File: src/rtl/v_wb_seq_pkg.sv
// ---------------------------------------------------------------------------
// vwb_pkg
// Shared definitions for the v_wb_seq write-back sequencer: FSM state type,
// lmul encodings, vector register geometry and the lmul-to-register-count
// decode used when a result group is captured.
// ---------------------------------------------------------------------------
package vwb_pkg;

   // Sequencer states: waiting for results, or streaming beats to the VRF
   typedef enum logic {
      IDLE  = 1'b0,
      WRITE = 1'b1
   } state_e;

   // lmul encodings understood by the sequencer
   localparam logic [2:0] LMUL_1 = 3'b000;
   localparam logic [2:0] LMUL_2 = 3'b001;
   localparam logic [2:0] LMUL_4 = 3'b010;

   // Bytes per vector register and largest register group handled
   localparam int VLEN_BYTES = 16;
   localparam int NREG_MAX   = 4;

   // Number of registers written for a given lmul; unknown codes write the
   // largest group so no result slot is ever silently discarded
   function automatic logic [2:0] lmulToNregs(input logic [2:0] lmul);
      logic [2:0] n;
      case (lmul)
         LMUL_1:  n = 3'd1;
         LMUL_2:  n = 3'd2;
         default: n = 3'd4;
      endcase
      return n;
   endfunction

endpackage

File: src/rtl/v_wb_seq_if.sv
// ---------------------------------------------------------------------------
// v_wb_seq_if
// VRF write-port bundle between the write-back sequencer (master) and the
// vector register file (slave).
//   wb_valid / wb_ready : beat handshake
//   wb_addr             : destination register
//   wb_data             : register-wide write data
//   wb_last             : final beat of the current group
//   wb_done             : one-cycle pulse after the final beat is accepted
//   wb_be               : byte enables (only with VWB_TAIL_MASK_EN defined)
// ---------------------------------------------------------------------------
interface v_wb_seq_if #(
   parameter int VLEN = 128
);

   logic            wb_valid;
   logic            wb_ready;
   logic [4:0]      wb_addr;
   logic [VLEN-1:0] wb_data;
   logic            wb_last;
   logic            wb_done;
`ifdef VWB_TAIL_MASK_EN
   logic [15:0]     wb_be;
`endif

   // Sequencer side: drives the beat, samples the VRF's ready
   modport master (
      output wb_valid,
      output wb_addr,
      output wb_data,
      output wb_last,
      output wb_done,
`ifdef VWB_TAIL_MASK_EN
      output wb_be,
`endif
      input  wb_ready
   );

   // Register-file side
   modport slave (
      input  wb_valid,
      input  wb_addr,
      input  wb_data,
      input  wb_last,
      input  wb_done,
`ifdef VWB_TAIL_MASK_EN
      input  wb_be,
`endif
      output wb_ready
   );

endinterface

File: src/rtl/v_wb_seq_tail_mask.sv
// ---------------------------------------------------------------------------
// vwb_tail_mask
// Combinational byte-enable generator for one write-back beat. Byte b of beat
// beatIdx_i is enabled when its position in the register group lies below
// the active byte count vl_i * (1 << vsew_i).
// Ports:
//   beatIdx_i : beat number within the group (0-based)
//   vsew_i    : element width code (0 = 8b, 1 = 16b, 2 = 32b)
//   vl_i      : active element count
//   be_o      : per-byte enables for the beat
// Only instantiated when VWB_TAIL_MASK_EN is defined.
// ---------------------------------------------------------------------------
module vwb_tail_mask
   import vwb_pkg::*;
(
   input  logic [2:0]  beatIdx_i,
   input  logic [2:0]  vsew_i,
   input  logic [6:0]  vl_i,
   output logic [15:0] be_o
);

   logic [15:0] activeBytes;
   logic [15:0] beatBase;

   // Compare each byte's absolute position in the group against the number
   // of active bytes; 16 bits is ample for vl=127 at any vsew code
   always_comb begin
      activeBytes = {9'd0, vl_i} << vsew_i;
      beatBase    = {13'd0, beatIdx_i} * 16'(VLEN_BYTES);
      be_o        = '0;
      for (int b = 0; b < 16; b++) begin
         be_o[b] = ((beatBase + 16'(b)) < activeBytes);
      end
   end

endmodule

File: src/rtl/v_wb_seq.sv
// ---------------------------------------------------------------------------
// v_wb_seq
// Write-back sequencer: captures up to four lane results when the lane array
// pulses lanes_done, then streams them one register per beat to the VRF
// write port, wrapping the destination address past v31.
// Ports:
//   clk, rst          : clock, synchronous active-high reset
//   lanes_done        : results valid this cycle (one-cycle pulse)
//   is_mul            : select multiplier (1) or ALU (0) results
//   lmul              : register group size code
//   vd                : destination base register
//   res_alu_1..4      : ALU result slots
//   res_mul_1..4      : multiplier result slots
//   vsew, vl          : element width / active length (VWB_TAIL_MASK_EN only)
//   busy              : group in progress
//   err_overrun       : sticky, a lanes_done pulse arrived while busy
//   wb                : VRF write port (master modport of v_wb_seq_if)
// Optional feature macro: VWB_TAIL_MASK_EN adds tail byte enables.
// ---------------------------------------------------------------------------
module v_wb_seq #(
   parameter int NREG_MAX = 4,
   parameter int VLEN     = 128
) (
   input  logic            clk,
   input  logic            rst,
   input  logic            lanes_done,
   input  logic            is_mul,
   input  logic [2:0]      lmul,
   input  logic [4:0]      vd,
   input  logic [VLEN-1:0] res_alu_1,
   input  logic [VLEN-1:0] res_alu_2,
   input  logic [VLEN-1:0] res_alu_3,
   input  logic [VLEN-1:0] res_alu_4,
   input  logic [VLEN-1:0] res_mul_1,
   input  logic [VLEN-1:0] res_mul_2,
   input  logic [VLEN-1:0] res_mul_3,
   input  logic [VLEN-1:0] res_mul_4,
`ifdef VWB_TAIL_MASK_EN
   input  logic [2:0]      vsew,
   input  logic [6:0]      vl,
`endif
   output logic            busy,
   output logic            err_overrun,
   v_wb_seq_if.master      wb
);

   import vwb_pkg::*;

   state_e          state_q, state_d;
   logic [2:0]      beatIdx_q;
   logic [2:0]      nregs_q;
   logic [4:0]      addr_q;
   logic [VLEN-1:0] data_q;
   logic            last_q;
   logic            done_q;
   logic            errOverrun_q;
   logic [VLEN-1:0] slot_q  [NREG_MAX];
   logic [VLEN-1:0] selSlot [NREG_MAX];

   logic            capture;
   logic            handshake;
   logic            lastHandshake;
   logic [2:0]      nextIdx;
   logic [2:0]      nregsIn;

   assign capture       = (state_q == IDLE) && lanes_done;
   assign handshake     = (state_q == WRITE) && wb.wb_ready;
   assign lastHandshake = handshake && last_q;
   assign nextIdx       = beatIdx_q + 3'd1;
   assign nregsIn       = lmulToNregs(lmul);

   // Result source selection happens once, at capture time, so a later change
   // of is_mul cannot disturb a group already in flight
   always_comb begin
      for (int k = 0; k < NREG_MAX; k++) begin
         selSlot[k] = '0;
      end
      selSlot[0] = is_mul ? res_mul_1 : res_alu_1;
      selSlot[1] = is_mul ? res_mul_2 : res_alu_2;
      selSlot[2] = is_mul ? res_mul_3 : res_alu_3;
      selSlot[3] = is_mul ? res_mul_4 : res_alu_4;
   end

   // State register
   always_ff @(posedge clk) begin
      if (rst) begin
         state_q <= IDLE;
      end else begin
         state_q <= state_d;
      end
   end

   // Next-state logic: a pulse in IDLE starts a group, the accepted last beat
   // ends it
   always_comb begin
      state_d = state_q;
      case (state_q)
         IDLE:    if (lanes_done) state_d = WRITE;
         WRITE:   if (lastHandshake) state_d = IDLE;
         default: state_d = IDLE;
      endcase
   end

   // Output logic: valid and busy follow the state, the beat payload comes
   // straight from registers so it is glitch-free and holds during stalls
   always_comb begin
      busy        = (state_q == WRITE);
      wb.wb_valid = (state_q == WRITE);
      wb.wb_addr  = addr_q;
      wb.wb_data  = data_q;
      wb.wb_last  = last_q;
      wb.wb_done  = done_q;
      err_overrun = errOverrun_q;
   end

   // Result buffer; it is only written on an accepted capture, so pulses that
   // arrive mid-group leave the in-flight data untouched
   always_ff @(posedge clk) begin
      if (capture) begin
         for (int k = 0; k < NREG_MAX; k++) begin
            slot_q[k] <= selSlot[k];
         end
      end
   end

   // Beat sequencing. The payload register is preloaded with the next beat on
   // each handshake so consecutive beats issue back-to-back; after the last
   // beat address and data simply hold their final values
   always_ff @(posedge clk) begin
      if (rst) begin
         beatIdx_q    <= '0;
         nregs_q      <= '0;
         addr_q       <= '0;
         data_q       <= '0;
         last_q       <= 1'b0;
         done_q       <= 1'b0;
         errOverrun_q <= 1'b0;
      end else begin
         done_q <= lastHandshake;
         if (lanes_done && (state_q == WRITE)) begin
            errOverrun_q <= 1'b1;
         end
         if (capture) begin
            beatIdx_q <= '0;
            nregs_q   <= nregsIn;
            addr_q    <= vd;
            data_q    <= selSlot[0];
            last_q    <= (nregsIn == 3'd1);
         end else if (lastHandshake) begin
            beatIdx_q <= '0;
            last_q    <= 1'b0;
         end else if (handshake) begin
            beatIdx_q <= nextIdx;
            addr_q    <= addr_q + 5'd1;
            data_q    <= slot_q[nextIdx[1:0]];
            last_q    <= (nextIdx == (nregs_q - 3'd1));
         end
      end
   end

`ifdef VWB_TAIL_MASK_EN
   logic [2:0]  vsew_q;
   logic [6:0]  vl_q;
   logic [15:0] be_q;
   logic [2:0]  maskIdx;
   logic [2:0]  maskVsew;
   logic [6:0]  maskVl;
   logic [15:0] maskBe;

   // On capture the mask for beat 0 is built from the live inputs; later
   // beats use the copies captured with the buffer
   always_comb begin
      maskIdx  = capture ? 3'd0 : nextIdx;
      maskVsew = capture ? vsew : vsew_q;
      maskVl   = capture ? vl   : vl_q;
   end

   vwb_tail_mask uTailMask (
      .beatIdx_i (maskIdx),
      .vsew_i    (maskVsew),
      .vl_i      (maskVl),
      .be_o      (maskBe)
   );

   // Byte enables advance in lockstep with the data register
   always_ff @(posedge clk) begin
      if (rst) begin
         vsew_q <= '0;
         vl_q   <= '0;
         be_q   <= '0;
      end else if (capture) begin
         vsew_q <= vsew;
         vl_q   <= vl;
         be_q   <= maskBe;
      end else if (handshake && !last_q) begin
         be_q   <= maskBe;
      end
   end

   assign wb.wb_be = be_q;
`endif

endmodule

File: src/flat_wrapper.sv
// flat-port wrapper written by rule: the top's interface ports become plain ports
module v_wb_seq_flat import vwb_pkg::*;
#(
   parameter int NREG_MAX = 4,
   parameter int VLEN     = 128
)
  (clk, rst, lanes_done, is_mul, lmul, vd, res_alu_1, res_alu_2, res_alu_3, res_alu_4, res_mul_1, res_mul_2, res_mul_3, res_mul_4, busy, err_overrun, wb_wb_valid, wb_wb_addr, wb_wb_data, wb_wb_last, wb_wb_done, wb_wb_ready);
  v_wb_seq_if #(.VLEN(VLEN)) wb_i ();
  input  logic clk;
  input  logic rst;
  input  logic lanes_done;
  input  logic is_mul;
  input  logic [2:0] lmul;
  input  logic [4:0] vd;
  input  logic [VLEN-1:0] res_alu_1;
  input  logic [VLEN-1:0] res_alu_2;
  input  logic [VLEN-1:0] res_alu_3;
  input  logic [VLEN-1:0] res_alu_4;
  input  logic [VLEN-1:0] res_mul_1;
  input  logic [VLEN-1:0] res_mul_2;
  input  logic [VLEN-1:0] res_mul_3;
  input  logic [VLEN-1:0] res_mul_4;
  output logic busy;
  output logic err_overrun;
  output wire logic [$bits(wb_i.wb_valid)-1:0] wb_wb_valid;
  output wire logic [$bits(wb_i.wb_addr)-1:0] wb_wb_addr;
  output wire logic [$bits(wb_i.wb_data)-1:0] wb_wb_data;
  output wire logic [$bits(wb_i.wb_last)-1:0] wb_wb_last;
  output wire logic [$bits(wb_i.wb_done)-1:0] wb_wb_done;
  input wire logic [$bits(wb_i.wb_ready)-1:0] wb_wb_ready;
  assign wb_wb_valid = wb_i.wb_valid;
  assign wb_wb_addr = wb_i.wb_addr;
  assign wb_wb_data = wb_i.wb_data;
  assign wb_wb_last = wb_i.wb_last;
  assign wb_wb_done = wb_i.wb_done;
  assign wb_i.wb_ready = wb_wb_ready;
  v_wb_seq #(.NREG_MAX(NREG_MAX), .VLEN(VLEN)) u_core (.clk(clk), .rst(rst), .lanes_done(lanes_done), .is_mul(is_mul), .lmul(lmul), .vd(vd), .res_alu_1(res_alu_1), .res_alu_2(res_alu_2), .res_alu_3(res_alu_3), .res_alu_4(res_alu_4), .res_mul_1(res_mul_1), .res_mul_2(res_mul_2), .res_mul_3(res_mul_3), .res_mul_4(res_mul_4), .busy(busy), .err_overrun(err_overrun), .wb(wb_i));
endmodule
File: config.mk
export PLATFORM = sky130hd
export DESIGN_NAME = v_wb_seq_flat
export DESIGN_NICKNAME = d
export VERILOG_FILES = /design/src/rtl/v_wb_seq_pkg.sv /design/src/rtl/v_wb_seq_if.sv /design/src/rtl/v_wb_seq_tail_mask.sv /design/src/rtl/v_wb_seq.sv /design/src/flat_wrapper.sv
export SDC_FILE = /design/constraint.sdc
export NUM_CORES = 1
export LEC_CHECK = 0
export ABC_CLOCK_PERIOD_IN_PS = 14600
export BUFFER_PORTS_ARGS = -buffer_cell sky130_fd_sc_hd__buf_2
export CORE_AREA = 3 3 451 453
export DETAILED_ROUTE_END_ITERATION = 10
export DIE_AREA = 0 0 454 456
export HOLD_SLACK_MARGIN = 0.05
export SYNTH_ARGS = -nofsm -noshare
export SYNTH_HDL_FRONTEND = slang
export SYNTH_SLANG_ARGS = --single-unit
File: constraint.sdc
create_clock -name clk -period 14.6 [get_ports clk]
set_input_delay 3.65 -clock clk [delete_from_list [all_inputs] [get_ports clk]]
set_output_delay 3.65 -clock clk [all_outputs]
set_load 0.05 [all_outputs]
==> reports/qor.yml, run 1 <==
outcome: "completed"
core_mm2: 0.200
cpPeakStageDelay_ns: 0.94
start_kind: "input port"
cts_setup_buffers: 0
slew_headroom: 0.199
crit_type: "in2reg"
drv_cap: 0
grt_max_degree: 174
routed_wl_mm: 173
placed_cells: 5729
tightest_slew_ns: 1.20
min_from: "u_core.nregs_q[0]"
slowest_stage: "buf_4"
p_clk_frac: 0.398
syn-cell-area_mm2: 0.0312
multi_input_area_mm2: 0.0121
async_flop_share: 0
p_sw_frac: 0.292
yosysWarnings: 0
power_density_mw_per_mm2: 125
tns_ns: 0
via_per_inst: 4.04
syn2layout_area_growth_pct: 36.9
final_cell_mix: "buf_2, mux2_2, edfxtp_1, nand2_1, dfxtp_1"
path_clk_slew_ns: 0.06
ctsRootBufferMaster: "clkbuf_16"
rsz0062_at_grt: "no"
antenna_found_initial: 176
synth_top_area_cell: "edfxtp_1"
p_leak_nw: 16.2
cts_tree: "yes"
grt_pass1_wl_mm: 222
postRouteAntennaNets: 0
clkSinkCount: 655
clk_latency_ns: 0.70
setup_viol: 0
critPathCaptureType: "flop"
nets: 4197
vias: 23900
fillerInstances: 21400
placementRows: 164
crit_path_start: "is_mul"
netlist_instances: 2034
numPortBuffers: 1174
power_mw: 5.32
sequentialPowerShare: 0.425
p_sw_mw: 1.55
ff_latch_area_mm2: 0.0182
ios: 1175
crit_family: "buffers and inverters"
synth_edf_count: 512
grt_pass1_vias: 23800
finalCritPeriodShare: 0.422
synth_fp_nets: 3074
place.gp.congestion: 1.04
ctsHoldBuffers: 0
clock_skew_ns: 0.0236
drive_above_1_share: 0.639
final_common_cell: "buf_2"
synth_area_per_cell_um2: 15.3
remaining_drc_errors: 0
cts_buffers: 82
cts.repair.resized: 0
hold_viol: 0
initial_core_util: 0.156
dpl_cell_area_mm2: 0.0399
drt-initial-drc-count: 1963
ys.flop_type: "edfxtp_1"
cp_max_fo: 110
design_area_mm2: 0.0427
grt_overflow_total: 0
stdcell_count: 5922
period_minus_slack_ns: 6.16
clock_path_buffers: 3
cp.arrival_ns: 6.74
slew_viol_final: 0
yosys.cell_types.count: 32
dieArea_mm2: 0.207
internal-power_mw: 3.77
clock_tree.htree_level_count: 3
firstDrtPassIters: 5
fp.dieW_um: 454
cp_cell_sequence: "buf_8, buf_12, buf_4, mux2_2, nand2_1, a311oi_1"
crit_buf_inv: 3
hp-class: "reg2reg"
hpwl_mm: 139
ys_ff_latch: 655
cp.required_ns: 15.18
track_usage: 0.160
fmax_mhz: 162
fp.dieH_um: 456
vdd_ir_drop_max_uv: 81.4
pwr-share-comb: 0.177
synthTopCellsByArea: "edfxtp_1, mux2_2, mux4_2, dfxtp_1, a311oi_2"
r2r-start: "u_core.busy"
yosysTopAreaCellShare: 0.492
ys_seq_area_frac: 0.584
wl_per_cell_um: 29.2
## cells by family after synthesis
| kind of cell | after synthesis | share of synthesized area |
|---|---|---|
| compound gates | 146 | 0.0557 |
| xor+xnor | 9 | 0.00252 |
| fa+ha+maj | 3 | 0.00120 |
| buf+inv | 166 | 0.0284 |
| flops | 655 | 0.584 |
| mux | 640 | 0.277 |
| simple gates | 415 | 0.0511 |
## stage by stage
| step | worst slack (ns) | hold slack [ns] | utilization |
|---|---|---|---|
| after detailed placement | 7.80 | 0.481 | 0.200 |
| final | 8.44 | 0.487 | 0.214 |
| after floorplan | 4.06 | 0.462 | - |
| after global routing | 8.40 | 0.516 | 0.214 |
| after CTS | 8.60 | 0.490 | 0.214 |
| after global placement | 7.89 | 0.470 | 0.200 |
## power by group through the flow
stage               Sequential, mW  Clock (mW)  Combinational, mW
floorplan                     2.44           0              0.403
global placement              2.29           0              0.950
detailed placement            2.30           0              0.958
CTS                           2.26        2.19              0.962
global route                  2.27        2.26               1.01
finish                        2.26        2.12              0.942
## registers in the layout (all words and copies together) (netlist names)
signal,flops
u_core.wb.wb_done,1
u_core.wb.wb_addr,5
u_core.slot_q,512
u_core.nregs_q,3
u_core.wb.wb_data,128
u_core.err_overrun,1
u_core.busy,1
u_core.wb.wb_last,1
u_core.beatIdx_q,3
## synth_stat cells, types with 2 or more instances
master	instances
buf_1	6
xor2_1	3
buf_2	95
buf_4	18
clkbuf_1	34
a21oi_1	6
nand4_1	3
dfxtp_1	143
mux4_2	128
edfxtp_1	512
nand2_1	262
o21ai_0	2
nor3b_1	2
nor3_1	6
mux2_2	512
a311oi_2	80
nor2_1	138
buf_6	10
a311oi_1	49
xnor2_1	6
inv_1	2
ha_1	3
a211oi_1	5
## worst reg2reg max path, delay by kind of cell, from the launching register on
| family | cells | cell delay [ns] |
|---|---|---|
| AND/OR/NAND/NOR | 2 | 0.66 |
| AO/OA/AOI/OAI | 1 | 0.29 |
| flip-flops | 1 | 0.46 |
| buffers and inverters | 3 | 2.03 |
## per-layer routing
| metal | track usage | routed length [µm] |
|---|---|---|
| met1 | 0.186 | 65300 |
| met2 | 0.265 | 82600 |
| met3 | 0.0706 | 19000 |
| met4 | 0.0484 | 5350 |
| met5 | 0 | 590 |
## area by class of cell
| cell class | count | share of cell area |
|---|---|---|
| sequential | 655 | 0.427 |
| multi-input combinational | 1213 | 0.284 |
| inverter | 3 | 0.000644 |
| timing repair buffer | 1202 | 0.144 |
| antenna | 39 | 0.00228 |
| clock inverter | 42 | 0.0112 |
| clock buffer | 112 | 0.0539 |
| tap | 2656 | 0.0777 |
## final timing paths
kind                            to  slack, ns  cells past startpoint
min              u_core.nregs_q[0]       0.49                      2
max          u_core.wb.wb_data[87]       8.44                      6
min reg2reg      u_core.nregs_q[0]       0.49                      2
max reg2reg  u_core.wb.wb_data[18]      11.05                      6
Power figures use the tool's default switching activity.
==> run 2, diff against run 1 <==
--- a/config.mk
+++ b/config.mk
@@ -5,7 +5,7 @@
 export SDC_FILE = /design/constraint.sdc
 export NUM_CORES = 1
 export LEC_CHECK = 0
-export ABC_CLOCK_PERIOD_IN_PS = 14600
+export ABC_CLOCK_PERIOD_IN_PS = 5850
 export BUFFER_PORTS_ARGS = -buffer_cell sky130_fd_sc_hd__buf_2
 export CORE_AREA = 3 3 451 453
 export DETAILED_ROUTE_END_ITERATION = 10
==> constraint.sdc (replaced) <==
create_clock -name clk -period 5.85 [get_ports clk]
set_input_delay 1.4625 -clock clk [delete_from_list [all_inputs] [get_ports clk]]
set_output_delay 1.4625 -clock clk [all_outputs]
set_load 0.05 [all_outputs]
==> run 2 against run 1 <==
Via count fell by 0.55%. Critical endpoint is now busy. Setup slack got worse by 5.9 ns. Clock-buffer cell count fell by 5. Final area rose by 1.0%. Die area did not move. Largest cell class unchanged. Power rose to 2.6 times the previous value.
==> reports/qor.yml, run 2 (synthesis results as in run 1) <==
final_cell_mix: "buf_2, mux2_2, edfxtp_1, nand2_1, dfxtp_1"
whs_ns: 0.485
post-route-worst-setup-slack_ns: 2.56
dp_worst_setup_slack_ns: 2.28
cp_cell_sequence: "buf_2"
drv_cap: 0
wl_per_cell_um: 29.6
power_density_mw_per_mm2: 317
grt_pass1_vias: 23500
finalCritPeriodShare: 0.562
vias: 23800
ff2ff_setup_slack_ns: 2.68
largest_reg_flops: 512
clock_tree.htree_level_count: 3
rsz0062_at_grt: "no"
core_mm2: 0.200
r2r_end: "u_core.wb.wb_data[6]"
maxUsedRoutingLayer: "met5"
via_per_inst: 4.01
routed_wl_mm: 176
drive_above_1_share: 0.640
postRouteAntennaNets: 0
vdd_ir_drop_max_uv: 187
clkSinkCount: 655
path_clk_slew_ns: 0.06
stdcell_count: 5936
grt_pass1_wl_mm: 225
slowest_stage: "dfxtp_1"
tightest_slew_ns: 1.05
cts_buffers: 84
crit_buf_inv: 1
wl_met3_mm: 14.8
cp.required_ns: 4.39
hp-class: "reg2reg"
r2r-start: "u_core.beatIdx_q[0]"
cp_max_fo: 9
clock_path_buffers: 3
initial_core_util: 0.156
place.gp.congestion: 1.01
slew_viol_final: 0
placed_cells: 5739
drt-initial-drc-count: 1806
remaining_drc_errors: 0
final_core_util: 0.216
hold_viol: 0
setup_viol: 0
numPortBuffers: 1174
firstDrtPassIters: 5
cpPeakStageDelay_ns: 0.72
clock_skew_ns: 0.0434
cts_tree: "yes"
path_depth: 1
tns_ns: 0
outcome: "completed"
cp.arrival_ns: 1.83
p_leak_nw: 16.4
m1WireLength_mm: 69.9
fp.dieH_um: 456
crit_path_start: "u_core.busy"
cts.repair.resized: 0
crit_type: "reg2out"
ios: 1175
clk_latency_ns: 0.70
slew_headroom: 0.301
antenna_found_initial: 178
critPathCaptureType: "output port"
cts_setup_buffers: 0
fmax_mhz: 304
r2r_cells: 5
grt_max_degree: 169
start_kind: "flop"
ctsRootBufferMaster: "clkbuf_16"
dieArea_mm2: 0.207
wl_met2_mm: 85.1
endpoint: "busy"
period_minus_slack_ns: 3.29
placementRows: 164
final_common_cell: "buf_2"
hpwl_mm: 143
track_usage: 0.163
ctsHoldBuffers: 0
syn2layout_area_growth_pct: 38.3
crit_family: "flip-flops"
top_register: "u_core.slot_q"
nets: 4209
fp.dieW_um: 454
grt_overflow_total: 0
## run 2: changes by cell type in the layout (fill, tap and decap cells not counted), moves of 2 or more
cell	previous run	this run
clkbuf_8	14	11
clkinv_1	3	7
buf_4	25	23
inv_6	5	2
buf_12	3	15
diode_2	39	43
clkinvlp_4	5	2
inv_16	3	1
clkbuf_16	82	84
clkbuf_1	16	12
bufinv_16	6	14
## run 2: power by group
part	leakage [nW]	internal [mW]	switching [mW]
logic	8.81	0.886	1.51
registers	6.09	5.47	0.169
clock network	1.46	3.42	2.21
total	16.4	9.78	3.89
## run 2: stage by stage
step | total power [mW] | cell area [µm²]
floorplan | 7.06 | 31200
global placement | 8.14 | 40100
detailed placement | 8.17 | 40100
CTS | 13.9 | 43100
global route | 14.2 | 43100
finish | 13.7 | 43200
## run 2: worst min path at each step
stage | endpoint | cells past startpoint | slack, ns | start
2_1_floorplan | u_core.nregs_q[0] | 2 | 0.46 | u_core.nregs_q[0]
3_3_place_gp | u_core.err_overrun | 2 | 0.45 | u_core.err_overrun
3_5_place_dp | u_core.err_overrun | 2 | 0.48 | u_core.err_overrun
4_1_cts | u_core.nregs_q[0] | 2 | 0.49 | u_core.nregs_q[0]
5_1_grt | u_core.wb.wb_data[112] | 2 | 0.51 | u_core.wb.wb_data[112]
6_report | u_core.nregs_q[0] | 2 | 0.49 | u_core.nregs_q[0]
## run 2: layout make-up
cell class	instances	area, µm²
sequential	655	18200
timing repair buffer	1212	6370
tap	2656	3320
clock inverter	47	687
inverter	3	27.5
clock buffer	107	2300
multi-input combinational	1213	12100
fill	21300	156000
antenna	43	108
## run 2: routing by layer
layer	up-vias	GRT usage
met4	46	0.0466
li1	10200	-
met5	-	0
met1	12000	0.200
met3	382	0.0487
met2	1200	0.276
==> run 3, diff against run 2 <==
--- a/config.mk
+++ b/config.mk
@@ -5,7 +5,7 @@
 export SDC_FILE = /design/constraint.sdc
 export NUM_CORES = 1
 export LEC_CHECK = 0
-export ABC_CLOCK_PERIOD_IN_PS = 5850
+export ABC_CLOCK_PERIOD_IN_PS = 3400
 export BUFFER_PORTS_ARGS = -buffer_cell sky130_fd_sc_hd__buf_2
 export CORE_AREA = 3 3 451 453
 export DETAILED_ROUTE_END_ITERATION = 10
==> constraint.sdc (replaced) <==
create_clock -name clk -period 3.4 [get_ports clk]
set_input_delay 0.85 -clock clk [delete_from_list [all_inputs] [get_ports clk]]
set_output_delay 0.85 -clock clk [all_outputs]
set_load 0.05 [all_outputs]
==> run 3 against run 2 <==
Power is 64% higher. Combinational power is 74% higher. Critical endpoint is now wb_wb_last. Setup slack worse by 1.7 ns. Critical path depth stayed put. Cell count is 0.64% higher. Die area stayed put. Via count is 1.0% lower. Largest power group unchanged. Final area is 0.12% higher.
==> reports/qor.yml, run 3 (synthesis results as in run 1) <==
grt_pass1_wl_mm: 216
antenna_found_initial: 152
placementRows: 164
design_area_mm2: 0.0432
routed_wl_mm: 167
cts_tree: "yes"
internal-power_mw: 15.8
crit_buf_inv: 1
clock_tree.htree_level_count: 3
nets: 4246
sequentialPowerShare: 0.431
via_per_inst: 3.94
hold_viol: 0
crit_type: "reg2out"
clock_path_buffers: 3
fp.dieW_um: 454
grt_pass1_vias: 23600
start_kind: "flop"
cts_setup_buffers: 0
tightest_slew_ns: 0.944
p_sw_frac: 0.295
firstDrtPassIters: 5
pwr-share-comb: 0.186
slowest_stage: "dfxtp_1"
power_density_mw_per_mm2: 519
drv_cap: 0
ctsRootBufferMaster: "clkbuf_16"
syn2layout_area_growth_pct: 38.5
vdd_ir_drop_max_uv: 350
cp_max_fo: 10
dieArea_mm2: 0.207
cp.arrival_ns: 1.65
tns_ns: 0
p_sw_mw: 6.63
finalCritPeriodShare: 0.736
fp.dieH_um: 456
final_cell_mix: "buf_2, mux2_2, edfxtp_1, nand2_1, dfxtp_1"
fillerInstances: 21300
drive_above_1_share: 0.642
wl_per_cell_um: 28.0
ctsHoldBuffers: 0
clock_skew_ns: 0.0225
track_usage: 0.156
core_mm2: 0.200
ios: 1175
cts_buffers: 79
cts.repair.resized: 0
final_common_cell: "buf_2"
cp.required_ns: 2.55
rsz0062_at_grt: "no"
clkSinkCount: 655
slew_viol_final: 0
p_clk_frac: 0.383
fmax_mhz: 399
cpPeakStageDelay_ns: 0.56
cp_cell_sequence: "buf_2"
initial_core_util: 0.156
numPortBuffers: 1174
dpl_cell_area_mm2: 0.0405
outcome: "completed"
whs_ns: 0.434
remaining_drc_errors: 0
top_register: "u_core.slot_q"
hpwl_mm: 138
p_leak_nw: 16.4
crit_family: "flip-flops"
slew_headroom: 0.371
grt_overflow_total: 0
grt_max_degree: 117
clk_latency_ns: 0.69
place.gp.congestion: 1.03
critPathCaptureType: "output port"
postRouteAntennaNets: 0
period_minus_slack_ns: 2.50
drt-initial-drc-count: 1982
setup_viol: 0
path_clk_slew_ns: 0.06
largest_reg_flops: 512
vias: 23600
hp-class: "in2reg"
## run 3: power groups by stage
stage	sequential [mW]	clock (mW)	combinational, mW
after floorplan	10.4	0	1.73
after global placement	9.82	0	4.23
after detailed placement	9.84	0	4.27
after CTS	9.68	8.89	4.28
after global routing	9.72	9.21	4.48
final	9.67	8.59	4.18
## run 3: final cells by class
cell class                 count  area (µm²)  share of cell area
tap                         2656        3320              0.0769
antenna                       47         118             0.00272
multi-input combinational   1213       12100               0.280
inverter                       3        27.5            0.000637
sequential                   655       18200               0.422
clock inverter                44         467              0.0108
timing repair buffer        1254        6800               0.157
clock buffer                 102        2130              0.0494
## run 3: stage by stage
stage	util	worst slack [ns]	power [mW]	cells
global route	0.216	0.754	23.4	5958
global placement	0.203	0.742	14.1	5781
floorplan	-	0.333	12.1	2034
finish	0.217	0.896	22.4	5974
CTS	0.216	0.769	22.9	5927
detailed placement	0.203	0.716	14.1	5781
## run 3: metal layers
layer | global-route usage | vias up | wire length [µm]
met1 | 0.184 | 11700 | 63700
met3 | 0.0605 | 303 | 17300
met2 | 0.258 | 1157 | 80500
met5 | 0 | - | 422
li1 | - | 10300 | -
met4 | 0.0510 | 68 | 5450
## run 3: final timing paths
path                      startpoint                     to  slack (ns)  cells past startpoint
hold / removal               lmul[0]      u_core.nregs_q[1]        0.43                      3
setup reg to reg         u_core.busy  u_core.wb.wb_data[37]        0.99                      6
hold reg to reg   u_core.err_overrun     u_core.err_overrun        0.48                      2
setup / recovery   u_core.wb.wb_last             wb_wb_last        0.90                      1
